--- src/rtl/uart_pkg.sv ---
// uart_pkg: types and constants shared by the UART transmitter and receiver.
package uart_pkg;
    typedef enum logic [1:0] {IDLE, START, DATA, STOP} uart_tx_state_t;
    localparam int UART_DATA_BITS = 8;
    localparam int DEFAULT_BAUD_DIV = 868;
endpackage

--- src/rtl/uart_byte_fifo.sv ---
// uart_byte_fifo: synchronous FIFO with a registered occupancy count and a head word visible without a read latency.
module uart_byte_fifo #(
    parameter int WIDTH = 8,
    parameter int DEPTH = 16
) (
    input  logic                   clk,
    input  logic                   rst,
    input  logic                   push,
    input  logic                   pop,
    input  logic [WIDTH-1:0]       din,
    output logic [WIDTH-1:0]       dout,
    output logic [$clog2(DEPTH):0] count,
    output logic                   full,
    output logic                   empty
);
    localparam int AW = $clog2(DEPTH);
    logic [WIDTH-1:0] mem [DEPTH];
    logic [AW-1:0] wr_ptr, rd_ptr;
    always_ff @(posedge clk or negedge rst)
        if (!rst) begin
            wr_ptr <= '0;
            rd_ptr <= '0;
            count  <= '0;
        end else begin
            wr_ptr <= push ? wr_ptr + AW'(1) : wr_ptr;
            rd_ptr <= pop ? rd_ptr + AW'(1) : rd_ptr;
            count  <= count + (AW+1)'(push) - (AW+1)'(pop);
        end
    always_ff @(posedge clk)
        if (push) mem[wr_ptr] <= din;
    assign dout  = mem[rd_ptr];
    assign full  = count == (AW+1)'(DEPTH);
    assign empty = count == '0;
endmodule

--- src/rtl/uart_tx_buffered.sv ---
// uart_tx_buffered: FIFO-buffered 8N1 transmitter; frames are sent back to back,
// the next start bit replacing the last stop-bit clock edge when a byte is waiting.
module uart_tx_buffered
    import uart_pkg::*;
#(
    parameter int BAUD_DIV   = DEFAULT_BAUD_DIV,
    parameter int FIFO_DEPTH = 16,
    parameter int STOP_BITS  = 1
) (
    input  logic                        clk,
    input  logic                        rst,
    input  logic [7:0]                  tx_data,
    input  logic                        tx_valid,
    output logic                        tx_ready,
    output logic                        uart_tx,
    output logic                        tx_busy,
    output logic [$clog2(FIFO_DEPTH):0] fifo_count,
    output logic                        fifo_empty
);
    localparam int BW = $clog2(BAUD_DIV);
    localparam int IW = $clog2(UART_DATA_BITS);
    localparam logic [BW-1:0] BAUD_TC = BW'(BAUD_DIV - 1);
    localparam logic [IW-1:0] LAST_BIT = IW'(UART_DATA_BITS - 1);
    uart_tx_state_t state;
    logic [BW-1:0] baud_cnt;
    logic [IW-1:0] bit_idx;
    logic stop_idx;
    logic [UART_DATA_BITS-1:0] shift, fifo_dout;
    logic fifo_full, push, pop, baud_tc, stop_done;
    assign baud_tc   = baud_cnt == BAUD_TC;
    assign stop_done = baud_tc && stop_idx == 1'(STOP_BITS - 1);
    assign push      = tx_valid && !fifo_full;
    assign pop       = !fifo_empty && (state == IDLE || (state == STOP && stop_done));
    assign tx_ready  = !fifo_full;
    uart_byte_fifo #(.WIDTH(UART_DATA_BITS), .DEPTH(FIFO_DEPTH)) u_fifo (
        .clk(clk),
        .rst(rst),
        .push(push),
        .pop(pop),
        .din(tx_data),
        .dout(fifo_dout),
        .count(fifo_count),
        .full(fifo_full),
        .empty(fifo_empty)
    );
    // A pop overrides whatever the state case decided, so STOP can chain straight into START.
    always_ff @(posedge clk or negedge rst)
        if (!rst) begin
            state    <= IDLE;
            baud_cnt <= '0;
            bit_idx  <= '0;
            stop_idx <= 1'b0;
            shift    <= '0;
            uart_tx  <= 1'b1;
            tx_busy  <= 1'b0;
        end else begin
            baud_cnt <= (state == IDLE || baud_tc) ? '0 : baud_cnt + BW'(1);
            case (state)
                START: if (baud_tc) begin
                    uart_tx <= shift[0];
                    shift   <= shift >> 1;
                    bit_idx <= '0;
                    state   <= DATA;
                end
                DATA: if (baud_tc) begin
                    if (bit_idx == LAST_BIT) begin
                        uart_tx  <= 1'b1;
                        stop_idx <= 1'b0;
                        state    <= STOP;
                    end else begin
                        uart_tx <= shift[0];
                        shift   <= shift >> 1;
                        bit_idx <= bit_idx + IW'(1);
                    end
                end
                STOP: if (stop_done) begin
                    state   <= IDLE;
                    tx_busy <= 1'b0;
                end else if (baud_tc) stop_idx <= 1'b1;
                default: ;
            endcase
            if (pop) begin
                shift   <= fifo_dout;
                uart_tx <= 1'b0;
                tx_busy <= 1'b1;
                state   <= START;
            end
        end
endmodule

--- config.mk ---
export PLATFORM = sky130hd
export DESIGN_NAME = uart_tx_buffered
export DESIGN_NICKNAME = d
export VERILOG_FILES = /design/src/rtl/uart_pkg.sv /design/src/rtl/uart_byte_fifo.sv /design/src/rtl/uart_tx_buffered.sv
export SDC_FILE = /design/constraint.sdc
export NUM_CORES = 1
export LEC_CHECK = 0
export CORE_ASPECT_RATIO = 0.8
export CORE_UTILIZATION = 30
export CTS_BUF_LIST = sky130_fd_sc_hd__clkbuf_8
export CTS_CLUSTER_DIAMETER = 150
export DETAILED_ROUTE_END_ITERATION = 16
export DONT_BUFFER_PORTS = 1
export SLEW_MARGIN = 20
export SYNTH_ARGS = -nofsm -noshare
export SYNTH_HDL_FRONTEND = slang
export SYNTH_HIERARCHICAL = 1
export SYNTH_SLANG_ARGS = --single-unit
--- constraint.sdc ---
create_clock -name clk -period 5.5 [get_ports clk]
set_clock_uncertainty 0.15 [all_clocks]
set_input_delay 1.1 -clock clk [delete_from_list [all_inputs] [get_ports clk]]
set_output_delay 1.1 -clock clk [all_outputs]
set_load 0.01 [all_outputs]
==> results of run 1 <==
-- Yosys cell counts, types with 2 or more instances --
master           instances  area, sq um
edfxtp_1               128         3840
dfrtp_1                 38          951
nand2_1                 20         75.1
mux4_2                  19          428
nor2_1                  19         71.3
and2_1                  18          113
ha_1                    18          225
inv_1                   17         63.8
a22oi_1                 16          120
mux4_1                  13          342
nand3_1                 12         60.1
o21ai_0                 12         60.1
xor2_1                  10         87.6
xnor2_1                  8         70.1
a31oi_1                  7         43.8
buf_2                    6         30.0
buf_6                    5         56.3
nand2b_1                 5         31.3
and3_1                   4         25.0
nand4_1                  4         25.0
a22o_1                   3         26.3
clkdlybuf4s25_2          3         30.0
nor2b_1                  3         18.8
a211oi_1                 2         15.0
a21oi_1                  2         10.0
a311oi_1                 2         17.5
and4_1                   2         17.5
clkbuf_1                 2         7.51
nor3_1                   2         10.0
nor3b_1                  2         15.0
o21ai_1                  2         10.0
-- power by group --
| part | leakage (nW) | internal, W | switching (W) |
|---|---|---|---|
| sequential | 1.63 | 0.00149 | 0.0000686 |
| clock | 0.174 | 0.000365 | 0.000472 |
| combinational | 0.874 | 0.000129 | 0.000184 |
-- path summary, 6_finish.rpt --
kind / from / end / slack [ns] / cells after the start
min: rst / baud_cnt[0] / 0.17 / 0
min reg2reg: baud_cnt[0] / baud_cnt[0] / 0.36 / 1
max in group asynchronous: rst / uart_tx / 4.83 / 0
max reg2reg: u_fifo/count[2] / u_fifo/count[4] / 1.21 / 15
min in group clk: baud_cnt[0] / baud_cnt[0] / 0.36 / 1
max: u_fifo/count[2] / u_fifo/count[4] / 1.21 / 15
-- layer usage --
layer	vias to the layer above	global-route usage (%)	share of wire [%]
met1	1880	15.9	46
met4	0	4.29	1.1
met5	-	0	0
li1	1649	-	-
met2	67	19.3	49
met3	16	3.23	3.9
-- cells by family after synthesis --
group                    synth area share (%)
flip-flops                               67.6
AND/OR/NAND/NOR                          7.46
XOR/XNOR                                 2.21
multiplexers                             10.9
buffers and inverters                    3.07
adder cells (fa/ha/maj)                  3.44
AO/OA/AOI/OAI                            5.26
-- flip-flops by register name, indices dropped and copies added (netlist names) --
name           flops
u_fifo/mem       128
shift              8
state              2
tx_busy            1
u_fifo/count       5
baud_cnt          10
uart_tx            1
u_fifo/wr_ptr      4
bit_idx            3
u_fifo/rd_ptr      4
stop_idx           1
-- area by class of cell --
class	instances	area (sq um)
Sequential cell	167	4820
Clock inverter	14	138
Clock buffer	17	234
Multi-Input combinational cell	222	2090
Tap cell	312	390
Timing Repair Buffer	1	7.51
Inverter	18	67.6
Fill cell	2198	15600
-- stage by stage --
stage / worst slack [ns] / cell area [sq um] / utilization [%] / hold WS (ns)
floorplan: 2.08 / 7130 / - / 0.298
global placement: 1.39 / 7380 / 31.6 / 0.313
detailed placement: 1.25 / 7380 / 31.6 / 0.346
CTS: 1.19 / 7750 / 33.2 / 0.139
global route: 0.865 / 7750 / 33.2 / 0.130
finish: 1.21 / 7750 / 33.2 / 0.173
-- cell usage in the layout, fill, tap and decap left out, drive strengths merged, types with 8 or more instances in the layout --
| master | netlist | final |
|---|---|---|
| a22oi | 16 | 16 |
| and2 | 18 | 18 |
| clkbuf | 2 | 17 |
| dfrtp | 38 | 38 |
| edfxtp | 128 | 128 |
| ha | 18 | 18 |
| inv | 18 | 25 |
| mux4 | 32 | 32 |
| nand2 | 20 | 20 |
| nand3 | 12 | 12 |
| nor2 | 20 | 20 |
| o21ai | 15 | 15 |
| xnor2 | 8 | 8 |
| xor2 | 10 | 10 |
-- worst register-to-register path, cell delays in order (launching register included) --
cell      delay, ns
dfrtp_1        0.44
inv_1          0.11
ha_1           0.17
nor4b_1        0.79
nor3b_1        0.16
a41oi_2        0.75
inv_2          0.21
ha_1           0.34
inv_1          0.05
ha_1           0.15
inv_1          0.06
fa_1           0.40
inv_1          0.07
a21oi_1        0.06
o21bai_1       0.17
xnor2_1        0.13
==> results_dict.tcl, run 1 <==
set metrics [dict create \
    outcome "completed" \
    fin_total_pwr_w 0.00271 \
    antenna_left 0 \
    drcViolationCount 0 \
    fp.dieArea_sq_um 24400 \
    synthFlopType "edfxtp_1" \
    cts_resized 0 \
    clkTransAtPathRegs_ns 0.10 \
    antenna_found_initial 0 \
    grt_setup_unrepaired "no" \
    async_reset_ff_share_pct 23.4 \
    clockBufferDepth 2 \
    hold_viol_final 0 \
    die_y_um 140 \
    wl_per_cell_um 18.4 \
    drv_slew 0 \
    die_w_um 174 \
    ys_ff_latch 167 \
    cts_htree_levels 4 \
    totalWireLength_um 13800 \
    yosys_warnings 6 \
    cp_slowest_cell "nor4b_1" \
    fmax_mhz 233 \
    drv_cap 0 \
    numCtsBuffers 17 \
    final_nets 457 \
    viasPerCell 4.81 \
    synth_edf_count 128 \
    port_buffers 0 \
    drive_above_1_share_pct 14.4 \
    crit_type "register to register" \
    cp_common_cell "inv_1" \
    vias 3612 \
    layoutNonFillerInstCount 751 \
    critPathTopFamily "adder cells" \
    syn_inst 425 \
    crit_fanout 18 \
    arrival_ns 4.52 \
    tns_ns 0 \
    yosysSeqAreaShare_pct 67.6 \
    hp-class "input pin to asynchronous set/reset pin" \
    drt_first_pass_iters 4 \
    cts_tree "done" \
    powerDensity_nw_per_um2 350 \
    clock-sinks 167 \
    num_rows 50 \
    initial_core_util_pct 30.6 \
    postCtsSetupRepairBufs 0 \
    syn_area_sq_um 7130 \
    critPathMaxStageDelay_ns 0.79 \
    track_usage_pct 12.1 \
    grt_pass1_wl_um 21800 \
    maxSlewHeadroom_pct 34.8 \
    clk_latency_ns 0.46 \
    timing.final.crit_share_pct 78.0 \
    drtIter0Drc 278 \
    syn_area_per_cell_sq_um 16.8 \
    synth_nets 455 \
    ir_drop_mv 0.163 \
    grt_start_max_net_pins 40 \
    cp.required_ns 5.73 \
    cts_root_buf "clkbuf_8" \
    crit_buf_inv 5 \
    setup_viol 0 \
    io_pins 20 \
    min_period_ns 4.29 \
    gp_congestion 0.725 \
    worst_pin_slew_ns 0.964 \
    place_hpwl_um 8670 \
    area_growth_pct 8.70 \
    worstPathCellList "inv_1, ha_1, nor4b_1, nor3b_1, a41oi_2, inv_2, ha_1, inv_1, ha_1, inv_1, fa_1, inv_1, a21oi_1, o21bai_1, xnor2_1" \
    hold_buffers 0 \
    synth.distinct_cells 52 \
    crit_path_start_kind "register" \
    antennaDiodeCount 0 \
    dpl.cell_count 720 \
    p_leak_nw 2.68 \
    end_kind "register" \
    grt_pass1_vias 3767 \
    fp.coreArea_sq_um 23300 \
    overflow 0 \
]
Note: power is estimated with default switching activity, not from simulation.
==> run 2: changes to the inputs <==
==> constraint.sdc (replaced) <==
create_clock -name clk -period 3.5 [get_ports clk]
set_clock_uncertainty 0.15 [all_clocks]
set_input_delay 0.7 -clock clk [delete_from_list [all_inputs] [get_ports clk]]
set_output_delay 0.7 -clock clk [all_outputs]
set_load 0.01 [all_outputs]
==> run 2 against run 1 <==
  * Register-to-register slack got worse by 1.0 ns
  * Worst setup slack worse by 1.0 ns
  * Critical path depth rose by 1
  * Largest cell class unchanged
==> results_dict.tcl, run 2 (same netlist as run 1, synthesis figures left out) <==
set metrics [dict create \
    clk_latency_ns 0.46 \
    cp_common_cell "inv_1" \
    timing.final.crit_share_pct 94.4 \
    fmax_mhz 303 \
    drv_slew 0 \
    arrival_ns 3.53 \
    area_growth_pct 10.1 \
    drtIter0Drc 200 \
    clockBufferDepth 2 \
    cts_tree "done" \
    port_buffers 0 \
    totalWireLength_um 13600 \
    tns_ns 0 \
    largestRegisters "u_fifo/mem (128), baud_cnt (10), shift (8)" \
    viasPerCell 4.81 \
    antenna_left 0 \
    gp_congestion 0.721 \
    grt_start_max_net_pins 40 \
    cts_root_buf "clkbuf_8" \
    ir_drop_mv 0.204 \
    drv_cap 0 \
    final_nets 464 \
    outcome "completed" \
    cts_htree_levels 4 \
    grt_pass1_vias 3699 \
    track_usage_pct 11.9 \
    numCtsBuffers 17 \
    critPathMaxStageDelay_ns 0.44 \
    die_w_um 174 \
    layout_commonest_cell "edfxtp_1" \
    layout_common_cells "edfxtp_1, dfrtp_1, nand2_1, nor2_1, mux4_2" \
    place_hpwl_um 8750 \
    min_period_ns 3.30 \
    wl_per_cell_um 18.0 \
    p_leak_nw 2.75 \
    crit_fanout 8 \
    antennaDiodeCount 0 \
    pre_cts_slack_ns 0.227 \
    drive_above_1_share_pct 15.2 \
    worstPathCellList "inv_1, ha_1, nor4b_1, buf_4, nor3b_1, a41oi_2, inv_2, ha_1, inv_1, ha_1, inv_1, fa_1, inv_1, a21oi_1, o21bai_1, xnor2_1" \
    postCtsSetupRepairBufs 0 \
    layoutNonFillerInstCount 759 \
    end_kind "register" \
    clkTransAtPathRegs_ns 0.10 \
    cp.required_ns 3.72 \
    fin_area_sq_um 7850 \
    worst_pin_slew_ns 0.732 \
    maxSlewHeadroom_pct 51.1 \
    regMostFlops "u_fifo/mem" \
    multi_input_area_sq_um 2090 \
    num_rows 50 \
    critPathTopFamily "adder cells" \
    seqCellArea_sq_um 4820 \
    drt_first_pass_iters 4 \
    vias 3652 \
    overflow 0 \
    crit_path_start_kind "register" \
    io_pins 20 \
    grt_pass1_wl_um 21500 \
    clock-sinks 167 \
    fp.dieArea_sq_um 24400 \
    drcViolationCount 0 \
    largest_reg_flops 128 \
    setup_viol 0 \
    antenna_found_initial 0 \
    dpl.cell_count 725 \
    die_y_um 140 \
    cts_resized 0 \
    place_area_sq_um 7430 \
    initial_core_util_pct 30.6 \
    grt_setup_unrepaired "no" \
    fp.coreArea_sq_um 23300 \
    hold_viol_final 0 \
    crit_type "register to register" \
    layout_setup_ws_ns 0.196 \
    hp-class "input pin to register" \
    fillers 2187 \
    crit_buf_inv 6 \
    powerDensity_nw_per_um2 551 \
    cp_slowest_cell "dfrtp_1" \
]
-- run 2: final timing paths --
kind / slack [ns] / to / cells past startpoint / start
worst max-delay path: 0.20 / u_fifo/count[4] / 16 / u_fifo/count[2]
worst min-delay path: 0.17 / u_fifo/mem[0][3] / 0 / tx_data[3]
worst max register to register: 0.20 / u_fifo/count[4] / 16 / u_fifo/count[2]
worst min register to register: 0.35 / baud_cnt[0] / 1 / baud_cnt[0]
max in group asynchronous: 2.39 / uart_tx / 2 / rst
min in group asynchronous: 0.54 / baud_cnt[8] / 2 / rst
-- run 2: cell type report --
| type | count | share of cell area, % |
|---|---|---|
| Inverter | 18 | 0.860 |
| Clock inverter | 15 | 2.04 |
| Tap cell | 312 | 4.97 |
| Multi-Input combinational cell | 222 | 26.6 |
| Timing Repair Buffer | 8 | 1.12 |
| Sequential cell | 167 | 61.4 |
| Clock buffer | 17 | 2.98 |
-- run 2: routing by layer --
metal  wire length, um  global-route usage (%)  vias to the layer above
met5                 0                       0                        -
met4               172                    3.74                        0
met3               597                    3.34                       17
met2              6530                    18.7                       65
met1              6340                    15.9                     1914
li1                  -                       -                     1656
-- run 2: per-stage QoR --
| stage | util, % | total power, W | hold WS [ns] |
|---|---|---|---|
| 2_1_floorplan | - | 0.00283 | 0.254 |
| 3_3_place_gp | 31.8 | 0.00296 | 0.256 |
| 3_5_place_dp | 31.8 | 0.00300 | 0.256 |
| 4_1_cts | 33.7 | 0.00437 | 0.144 |
| 5_1_grt | 33.7 | 0.00453 | 0.129 |
| 6_report | 33.7 | 0.00433 | 0.173 |
-- run 2: power breakdown --
group / switching, W / internal, W
clock: 0.000773 / 0.000593
combinational: 0.000297 / 0.000209
sequential: 0.000111 / 0.00234
total: 0.00118 / 0.00314
-- run 2: what timing repair did --
action	4_1_cts	5_1_grt
hold buffers	2	0
hold endpoints to repair	39	0
setup endpoints to repair	0	0
==> run 3: changes to the inputs <==
--- a/config.mk
+++ b/config.mk
@@ -11,6 +11,7 @@
 export CTS_CLUSTER_DIAMETER = 150
 export DETAILED_ROUTE_END_ITERATION = 16
 export DONT_BUFFER_PORTS = 1
+export HOLD_SLACK_MARGIN = 0.12
 export SLEW_MARGIN = 20
 export SYNTH_ARGS = -nofsm -noshare
 export SYNTH_HDL_FRONTEND = slang
==> results of run 3 <==
The final DEF is identical to that of run 2; final timing and power are the same.
